--- src/rtl/ppm_pkg.sv ---
// Shared types and constants for the PPM byte decoder.
// Build option PPM_SYNC_EN (see ppm_edge_det) adds an input synchronizer.
package ppm_pkg;

    typedef enum logic [1:0] {
        IDLE    = 2'd0,
        SOF_CHK = 2'd1,
        DATA    = 2'd2
    } ppm_state_e;

    localparam int         SUB_CLKS_DEF  = 16;
    localparam logic [2:0] SOF_SLOT      = 3'd5;
    localparam logic [2:0] EOF_SLOT      = 3'd2;
    localparam int         SYMS_PER_BYTE = 4;

    // Odd sub-slots carry data; later slots encode smaller values.
    function automatic logic [1:0] slot_to_sym(input logic [2:0] slot);
        return ~slot[2:1];
    endfunction

endpackage

--- src/rtl/ppm_edge_det.sv ---
// Samples the PPM line and flags its 1->0 transitions.
// With PPM_SYNC_EN defined, a 2-flop synchronizer precedes the sampling register.
module ppm_edge_det (
    input  logic clk,
    input  logic rst_n,
    input  logic din_i,
    output logic fall_o
);

    logic din_s;
    logic samp_q;
    logic prev_q;

`ifdef PPM_SYNC_EN
    logic [1:0] sync_q;

    always_ff @(posedge clk or negedge rst_n) begin
        if (!rst_n) begin
            sync_q <= 2'b11;
        end else begin
            sync_q <= {sync_q[0], din_i};
        end
    end

    assign din_s = sync_q[1];
`else
    assign din_s = din_i;
`endif

    // Both stages reset high so an idle line never produces a spurious edge.
    always_ff @(posedge clk or negedge rst_n) begin
        if (!rst_n) begin
            samp_q <= 1'b1;
            prev_q <= 1'b1;
        end else begin
            samp_q <= din_s;
            prev_q <= samp_q;
        end
    end

    assign fall_o = prev_q & ~samp_q;

endmodule

--- src/rtl/ppm_decoder.sv ---
// 4-PPM decoder: SOF check, 2-bit symbols packed MSB-first into bytes, EOF strobe.
// Define PPM_SYNC_EN to synchronize Din (shifts all strobes by 2 clocks).
module ppm_decoder
    import ppm_pkg::*;
#(
    parameter int SUB_CLKS = SUB_CLKS_DEF
) (
    input  logic       clk,
    input  logic       rst,
    input  logic       Din,
    output logic [7:0] Dout,
    output logic       D_en,
    output logic       F_en
);

    localparam int WIN = 8 * SUB_CLKS;
    localparam int CW  = $clog2(WIN);

    ppm_state_e  state_q, state_d;
    logic [CW-1:0] cnt_q, cnt_d;
    logic        seen_q, seen_d;
    logic        sof_ok_q, sof_ok_d;
    logic [2:0]  sym_cnt_q, sym_cnt_d;
    logic [7:0]  shift_q, shift_d;
    logic [7:0]  dout_q, dout_d;
    logic        d_en_q, d_en_d;
    logic        f_en_q, f_en_d;

    logic        fall;
    logic [2:0]  slot;
    logic        win_end;

    ppm_edge_det u_edge (
        .clk    (clk),
        .rst_n  (rst),
        .din_i  (Din),
        .fall_o (fall)
    );

    assign slot    = cnt_q[CW-1 -: 3];
    assign win_end = (cnt_q == CW'(WIN - 1));

    always_ff @(posedge clk or negedge rst) begin
        if (!rst) begin
            state_q   <= IDLE;
            cnt_q     <= '0;
            seen_q    <= 1'b0;
            sof_ok_q  <= 1'b0;
            sym_cnt_q <= '0;
            shift_q   <= '0;
            dout_q    <= '0;
            d_en_q    <= 1'b0;
            f_en_q    <= 1'b0;
        end else begin
            state_q   <= state_d;
            cnt_q     <= cnt_d;
            seen_q    <= seen_d;
            sof_ok_q  <= sof_ok_d;
            sym_cnt_q <= sym_cnt_d;
            shift_q   <= shift_d;
            dout_q    <= dout_d;
            d_en_q    <= d_en_d;
            f_en_q    <= f_en_d;
        end
    end

    always_comb begin
        state_d   = state_q;
        cnt_d     = cnt_q + 1'b1;
        seen_d    = seen_q;
        sof_ok_d  = sof_ok_q;
        sym_cnt_d = sym_cnt_q;
        shift_d   = shift_q;
        dout_d    = dout_q;
        d_en_d    = 1'b0;
        f_en_d    = 1'b0;

        unique case (state_q)
            IDLE: begin
                // The detecting cycle itself counts as offset 0 of the window.
                cnt_d = '0;
                if (fall) begin
                    state_d = SOF_CHK;
                    cnt_d   = CW'(1);
                end
            end

            SOF_CHK: begin
                if (fall && slot != SOF_SLOT) begin
                    state_d = IDLE;
                end else begin
                    if (fall) begin
                        sof_ok_d = 1'b1;
                    end
                    if (win_end) begin
                        state_d = sof_ok_d ? DATA : IDLE;
                    end
                end
            end

            DATA: begin
                if (fall) begin
                    if (seen_q) begin
                        state_d = IDLE;
                    end else if (slot == EOF_SLOT) begin
                        state_d = IDLE;
                        f_en_d  = 1'b1;
                    end else if (slot[0]) begin
                        seen_d    = 1'b1;
                        shift_d   = {shift_q[5:0], slot_to_sym(slot)};
                        sym_cnt_d = sym_cnt_q + 3'd1;
                    end else begin
                        state_d = IDLE;
                    end
                end
                if (state_d == DATA && win_end) begin
                    if (!seen_d) begin
                        state_d = IDLE;
                    end else begin
                        seen_d = 1'b0;
                        if (sym_cnt_d == 3'(SYMS_PER_BYTE)) begin
                            dout_d    = shift_d;
                            d_en_d    = 1'b1;
                            sym_cnt_d = '0;
                            shift_d   = '0;
                        end
                    end
                end
            end

            default: state_d = IDLE;
        endcase

        // Leaving a frame for any reason drops all partial progress.
        if (state_q != IDLE && state_d == IDLE) begin
            cnt_d     = '0;
            seen_d    = 1'b0;
            sof_ok_d  = 1'b0;
            sym_cnt_d = '0;
            shift_d   = '0;
        end
    end

    assign Dout = dout_q;
    assign D_en = d_en_q;
    assign F_en = f_en_q;

endmodule

--- config.mk ---
export PLATFORM = sky130hd
export DESIGN_NAME = ppm_decoder
export DESIGN_NICKNAME = d
export VERILOG_FILES = /design/src/rtl/ppm_pkg.sv /design/src/rtl/ppm_edge_det.sv /design/src/rtl/ppm_decoder.sv
export SDC_FILE = /design/constraint.sdc
export NUM_CORES = 1
export LEC_CHECK = 0
export CORE_ASPECT_RATIO = 1.25
export CORE_MARGIN = 3
export CORE_UTILIZATION = 45
export DETAILED_ROUTE_END_ITERATION = 8
export PLACE_DENSITY = 0.7
export SETUP_SLACK_MARGIN = 0.2
export SYNTH_ARGS = -nofsm -noshare
export SYNTH_HDL_FRONTEND = slang
export SYNTH_SLANG_ARGS = --single-unit
export TNS_END_PERCENT = 100
--- constraint.sdc ---
create_clock -name clk -period 1.9 [get_ports clk]
set_input_delay 0.19 -clock clk [delete_from_list [all_inputs] [get_ports clk]]
set_output_delay 0.19 -clock clk [all_outputs]
set_load 0.05 [all_outputs]
# Word-level counts from Yosys, hierarchy flattened
# Index checks and enable logic that the tools add are counted.
# totals
wordCells,90
input_bits,3
out_inout_bits,10
regBits,34
# op_classes
n_eq_ne,8
muxes,56
n_reduce_logical,10
n_bitwise,3
add_sub_neg,2
# op_table
operator,n
two-way mux 8 bit,9
two-way mux 3 bit,10
two-way mux 1 bit,23
two-way mux 2 bit,11
two-way mux 7 bit,2
adder 7 x 1 -> 7 bit (second input constant),1
equality test 7 bit (second input constant),1
one-hot mux 2 bit (3 select lines),1
nonzero test 2 bit,3
equality test 2 bit (second input constant),2
logical NOT 2 bit,2
AND reduction 4 bit,1
adder 3 x 1 -> 3 bit (second input constant),1
equality test 3 x 2 -> 1 bit (second input constant),1
equality test 3 bit (second input constant),1
logical AND 1 bit,3
!= test 3 bit (second input constant),1
equality test 2 x 1 -> 1 bit (second input constant),1
!= test 2 x 1 -> 1 bit (second input constant),1
NOT 2 bit,1
AND reduction 2 bit,1
bitwise AND 1 bit,1
NOT 1 bit,1

# Logic depth before layout (Yosys ltp)
# logic_depth
depth_word,13
depth_mapped,8
depth_no_buf,6

# By module
# Synthesis repeated with hierarchy kept, for this count alone.
# unflattened
hier_cells,179
area_unflattened_um2,1756.7
# modules_own_cells
module,area_each_um2,n_inst,cells_each,seq_area_each_um2
ppm_decoder,1690.4,1,176,800.8
ppm_edge_det,66.3,1,3,52.6

# Worst setup path after synthesis
# Ideal clock, no wire load.
# synth_path
kind,register to register
start,register cnt_q[0]
end,register cnt_q[3]
setup_time_ns,0.138
path_stages_with_launch,8
t_required_ns,1.762
n_path_buf,1
arrival_time_ns,1.642
period_less_slack_ns,1.780
setup_slack_ns,0.120
cell_sequence,dfrtp_1 > ha_1 > nand4_4 > nor2_8 > a221oi_4 > a211oi_4 > buf_6 > nor3_1
# synth_via
elab_chain_len,7
elab_cells_between_ends,11
cone_classes,1 x add/sub; 1 x eq/ne; 6 x mux; 3 x reduce/logical
# synth_lines
element,line_no,text
start: declaration,ppm_decoder.sv:20,"logic [CW-1:0] cnt_q, cnt_d;"
start signal: assignment,ppm_decoder.sv:56,cnt_q <= cnt_d;
equality test 7 bit,ppm_decoder.sv:41,assign win_end = (cnt_q == CW'(WIN - 1));
two-way mux 2 bit or logical AND 1 bit (tied branches),"ppm_decoder.sv:95, ppm_decoder.sv:116",
"two-way mux 2 bit, on equally long branches","ppm_decoder.sv:89, ppm_decoder.sv:116",
one-hot mux 2 bit (3 select lines),ppm_decoder.sv:78,unique case (state_q)
logical NOT 2 bit,ppm_decoder.sv:135,if (state_q != IDLE && state_d == IDLE) begin
logical AND 1 bit,ppm_decoder.sv:135,
two-way mux 7 bit (*),ppm_decoder.sv:135,
via cnt_d[3],ppm_decoder.sv:20,
# The timed path passes the listed nets; every way through them passes the cells marked *.
# A chain may end at the register's enable or synchronous reset.

# Worst setup path after layout
# layout_path
start,register sym_cnt_q[0]
end,"register dout_q[7], in the netlist Dout[7]"
# layout_via
elab_chain_len,8
# layout_lines
element,line_no,text
start: declaration,ppm_decoder.sv:23,"logic [2:0] sym_cnt_q, sym_cnt_d;"
start signal: assignment,ppm_decoder.sv:59,sym_cnt_q <= sym_cnt_d;
adder 3 x 1 -> 3 bit,ppm_decoder.sv:111,sym_cnt_d = sym_cnt_q + 3'd1;
two-way mux 3 bit,ppm_decoder.sv:108,end else if (slot[0]) begin
two-way mux 3 bit,ppm_decoder.sv:105,end else if (slot == EOF_SLOT) begin
two-way mux 3 bit,ppm_decoder.sv:103,if (seen_q) begin
two-way mux 3 bit (*),ppm_decoder.sv:102,if (fall) begin
two-way mux 3 bit (*),ppm_decoder.sv:78,
equality test 3 bit (*),ppm_decoder.sv:121,if (sym_cnt_d == 3'(SYMS_PER_BYTE)) begin
AND reduction 4 bit (no line) (*),-,
end signal: assignment,ppm_decoder.sv:61,dout_q <= dout_d;
end: declaration,ppm_decoder.sv:25,"logic [7:0] dout_q, dout_d;"
# Every way passes the cells marked *; elsewhere a longest branch is shown, timed or not. The select of a mux whose other input is x is not followed.

==> impl_metrics.toml <==
[outcome]
status = "complete, no violations"

[flow_run]
max_cap_violations = 0

[final_layout]
area_growth_pct = 37.3
drive_gt1_share_pct = 41.0
layout.nets = 204
n_antenna_cell = 0

[die]
die_h_um = 76.2
rows = 24
core_mm2 = 0.00363
die_width_um = 62.2
die_area_mm2 = 0.00474
io_pins = 13
start_util_pct = 48.9

[global_routing]
antenna_found_initial = 0
grt_start_max_net_pins = 35
grt_first_pass_wirelength_um = 6380
grt_pass1_vias = 1365
overflow = 0
grt_usage_pct = 17.1

[setup_path]
critical_path.startpoint_type = "register"
ff2ff_setup_slack_ns = 0.14
end_kind = "register"
cp_max_fo = 3
worstSetupPathType = "reg -> reg"
cp.required_ns = 2.07
arrival_ns = 1.94

[yosys]
synthTopCellsByArea = "dfrtp_1 45%, mux2i_1 5.6%, nor2_1 4.4%, nor3_1 3.7%, nand2_1 3.2%"
synthCells = 164
synth_area_mm2 = 0.00178
synth_nets = 169
ys.flop_type = "dfrtp_1"
ys_warn_count = 0
ys_ff_latch = 34
syn_area_per_cell_um2 = 10.8
synthDistinctLibCells = 47
seq_area_frac_synth_pct = 48.1
yosys.area.top_type = "dfrtp_1"
async_flop_share_pct = 100
synth_top_area_share_pct = 45.1
synth-edff-count = 0

[sta]
maxSlewHeadroom_pct = 55.0
period_share_pct = 92.9
report.final.hold_viol_count = 0
drv_slew = 0
clock_skew_ns = 0.00498
rsz0062_at_grt = "true"
fin_tns_setup_ns = 0
tightestPinTransition_ns = 0.672
final-setup-viol-count = 0
fmax_ghz = 0.567
min_period_ns = 1.76
setup_slack_ns = 0.135

[place]
place_ws_ns = 0.119
gp_congestion = 0.826
dp_hpwl_um = 2460
port_buffers = 12

[route]
num_vias = 1386
first_pass_iters = 4
drt-total-wl_um = 4040
drc = 0
ant_nets = 0
post_drt_via_cell_ratio = 5.50
drt_iter0_drc = 54
drt-wirelength-per-cell_um = 16.0

[pwr]
power_density_mw_per_mm2 = 645
ir_worst_vdd_uv = 476
p_leak_nw = 1.03
comb_power_share_pct = 13.4
power_w = 0.00157
seqPwrFrac_pct = 51.4
power.share.clock_pct = 35.3
internal_power_w = 0.00116
switchingPower_w = 0.000408
power.share.switching_pct = 26.0

[clock_network]
cts_sinks = 34
cts_buffer_depth = 2
clk_pin_slew_ns = 0.07
cts_made_buffers = 5
cts_root_buf = "clkbuf_8"
cts_hold_buf = 0
tritoncts = "built"
htreeDepth = 2
worstSkewPairLatency_ns = 0.29

[hold_path]
min_path_type = "in -> reg"
critical path, stage by stage (launching register included):
cell	delay, ns
dfrtp_1	0.46
ha_4	0.29
o32ai_4	0.34
o2111ai_4	0.22
mux2_4	0.34
metrics by stage:
step           cells  cell area (µm²)  utilization [%]  hold slack [ns]
2_1_floorplan    164             1820                -           -0.106
3_3_place_gp     231             2040             56.1            0.374
3_5_place_dp     231             2040             56.1            0.376
4_1_cts          244             2220             61.1            0.297
5_1_grt          252             2440             67.1            0.293
6_report         252             2440             67.1            0.306
power by group through the flow:
stage / logic (W) / registers (W) / clock network (W)
floorplan: 0.000110 / 0.000814 / 0
global placement: 0.000149 / 0.000818 / 0
detailed placement: 0.000157 / 0.000822 / 0
CTS: 0.000198 / 0.000806 / 0.000564
global route: 0.000228 / 0.000812 / 0.000602
finish: 0.000210 / 0.000807 / 0.000554
logic make-up (layout without fill, tap and decap cells):
kind of cell	Yosys count	count (layout)	share of synthesized area (%)
AOI/OAI and AO/OA	31	31	15.5
muxes	11	11	6.48
buffers and inverters	9	45	3.38
adders and majority gates	2	2	1.41
DFF	34	34	48.1
and+or+nand+nor	71	71	22.2
xor gates and xnor gates	6	6	2.96
area by class of cell:
| class | count | area, µm² |
|---|---|---|
| fillers | 265 | 1200 |
| well taps | 52 | 65.1 |
| clock inverters | 1 | 5.00 |
| repair buffers | 35 | 350 |
| clock buffers | 7 | 86.3 |
| multi-input cells | 121 | 1070 |
| inverters | 2 | 7.51 |
| flip-flops and latches | 34 | 856 |
flip-flops by register name, summed over array words and instances, names as in the netlist:
| register | cells |
|---|---|
| Dout | 8 |
| shift_q | 8 |
| cnt_q | 7 |
| sym_cnt_q | 3 |
| state_q | 2 |
| D_en | 1 |
| F_en | 1 |
| seen_q | 1 |
| sof_ok_q | 1 |
| u_edge.prev_q | 1 |
| u_edge.samp_q | 1 |
cell usage in the layout (no fill, tap or decap), drive strengths merged, types with 3 or more instances in the layout:
cell type	instances
nand2	16
mux2i	10
nor3	14
a21oi	10
o21ai	10
nand3	4
dfrtp	32
clkbuf	8
nor2	23
clkdlybuf4s50	12
xnor2	4
buf	22
nand2b	3
cell usage after synthesis (2+ instances only):
cell type  count
nand2b_1       3
dfrtp_1       32
o21ai_1        4
xor2_1         2
o21ai_0        3
inv_1          2
xnor2_1        4
a21oi_1        9
nand3_1        4
buf_4          2
buf_2          3
mux2i_1       10
o21ai_2        3
dfstp_2        2
nand2_1       15
ha_1           2
buf_6          2
nor2_1        21
nor3_1        13
per-layer routing:
layer	share of wire (%)	track usage (%)	wire length [µm]	vias up
met2	55	29.3	2240	22
met1	40	19.7	1610	706
met5	0	0	0	-
met4	1.9	8.85	78	0
li1	-	-	-	649
met3	2.8	4.28	112	9
final timing paths:
check / cells past startpoint / end / from
worst min-delay path: 1 / u_edge.samp_q$_DFF_PN1_ / Din
worst max-delay path: 4 / Dout[7]$_DFFE_PN0P_ / sym_cnt_q[0]$_DFFE_PN0P_
min in group asynchronous: 2 / shift_q[7]$_DFFE_PN0P_ / rst
worst min register to register: 0 / u_edge.prev_q$_DFF_PN1_ / u_edge.samp_q$_DFF_PN1_
worst max register to register: 4 / Dout[7]$_DFFE_PN0P_ / sym_cnt_q[0]$_DFFE_PN0P_
max in group asynchronous: 2 / u_edge.prev_q$_DFF_PN1_ / rst
what timing repair did:
item / CTS / global route
buffers inserted: 5 / 7
endpoints found under the setup margin: 27 / 28
pin swaps: 4 / 16
resized for setup: 8 / 33
cloned: 0 / 1
Note: power is estimated with default switching activity, not from simulation.
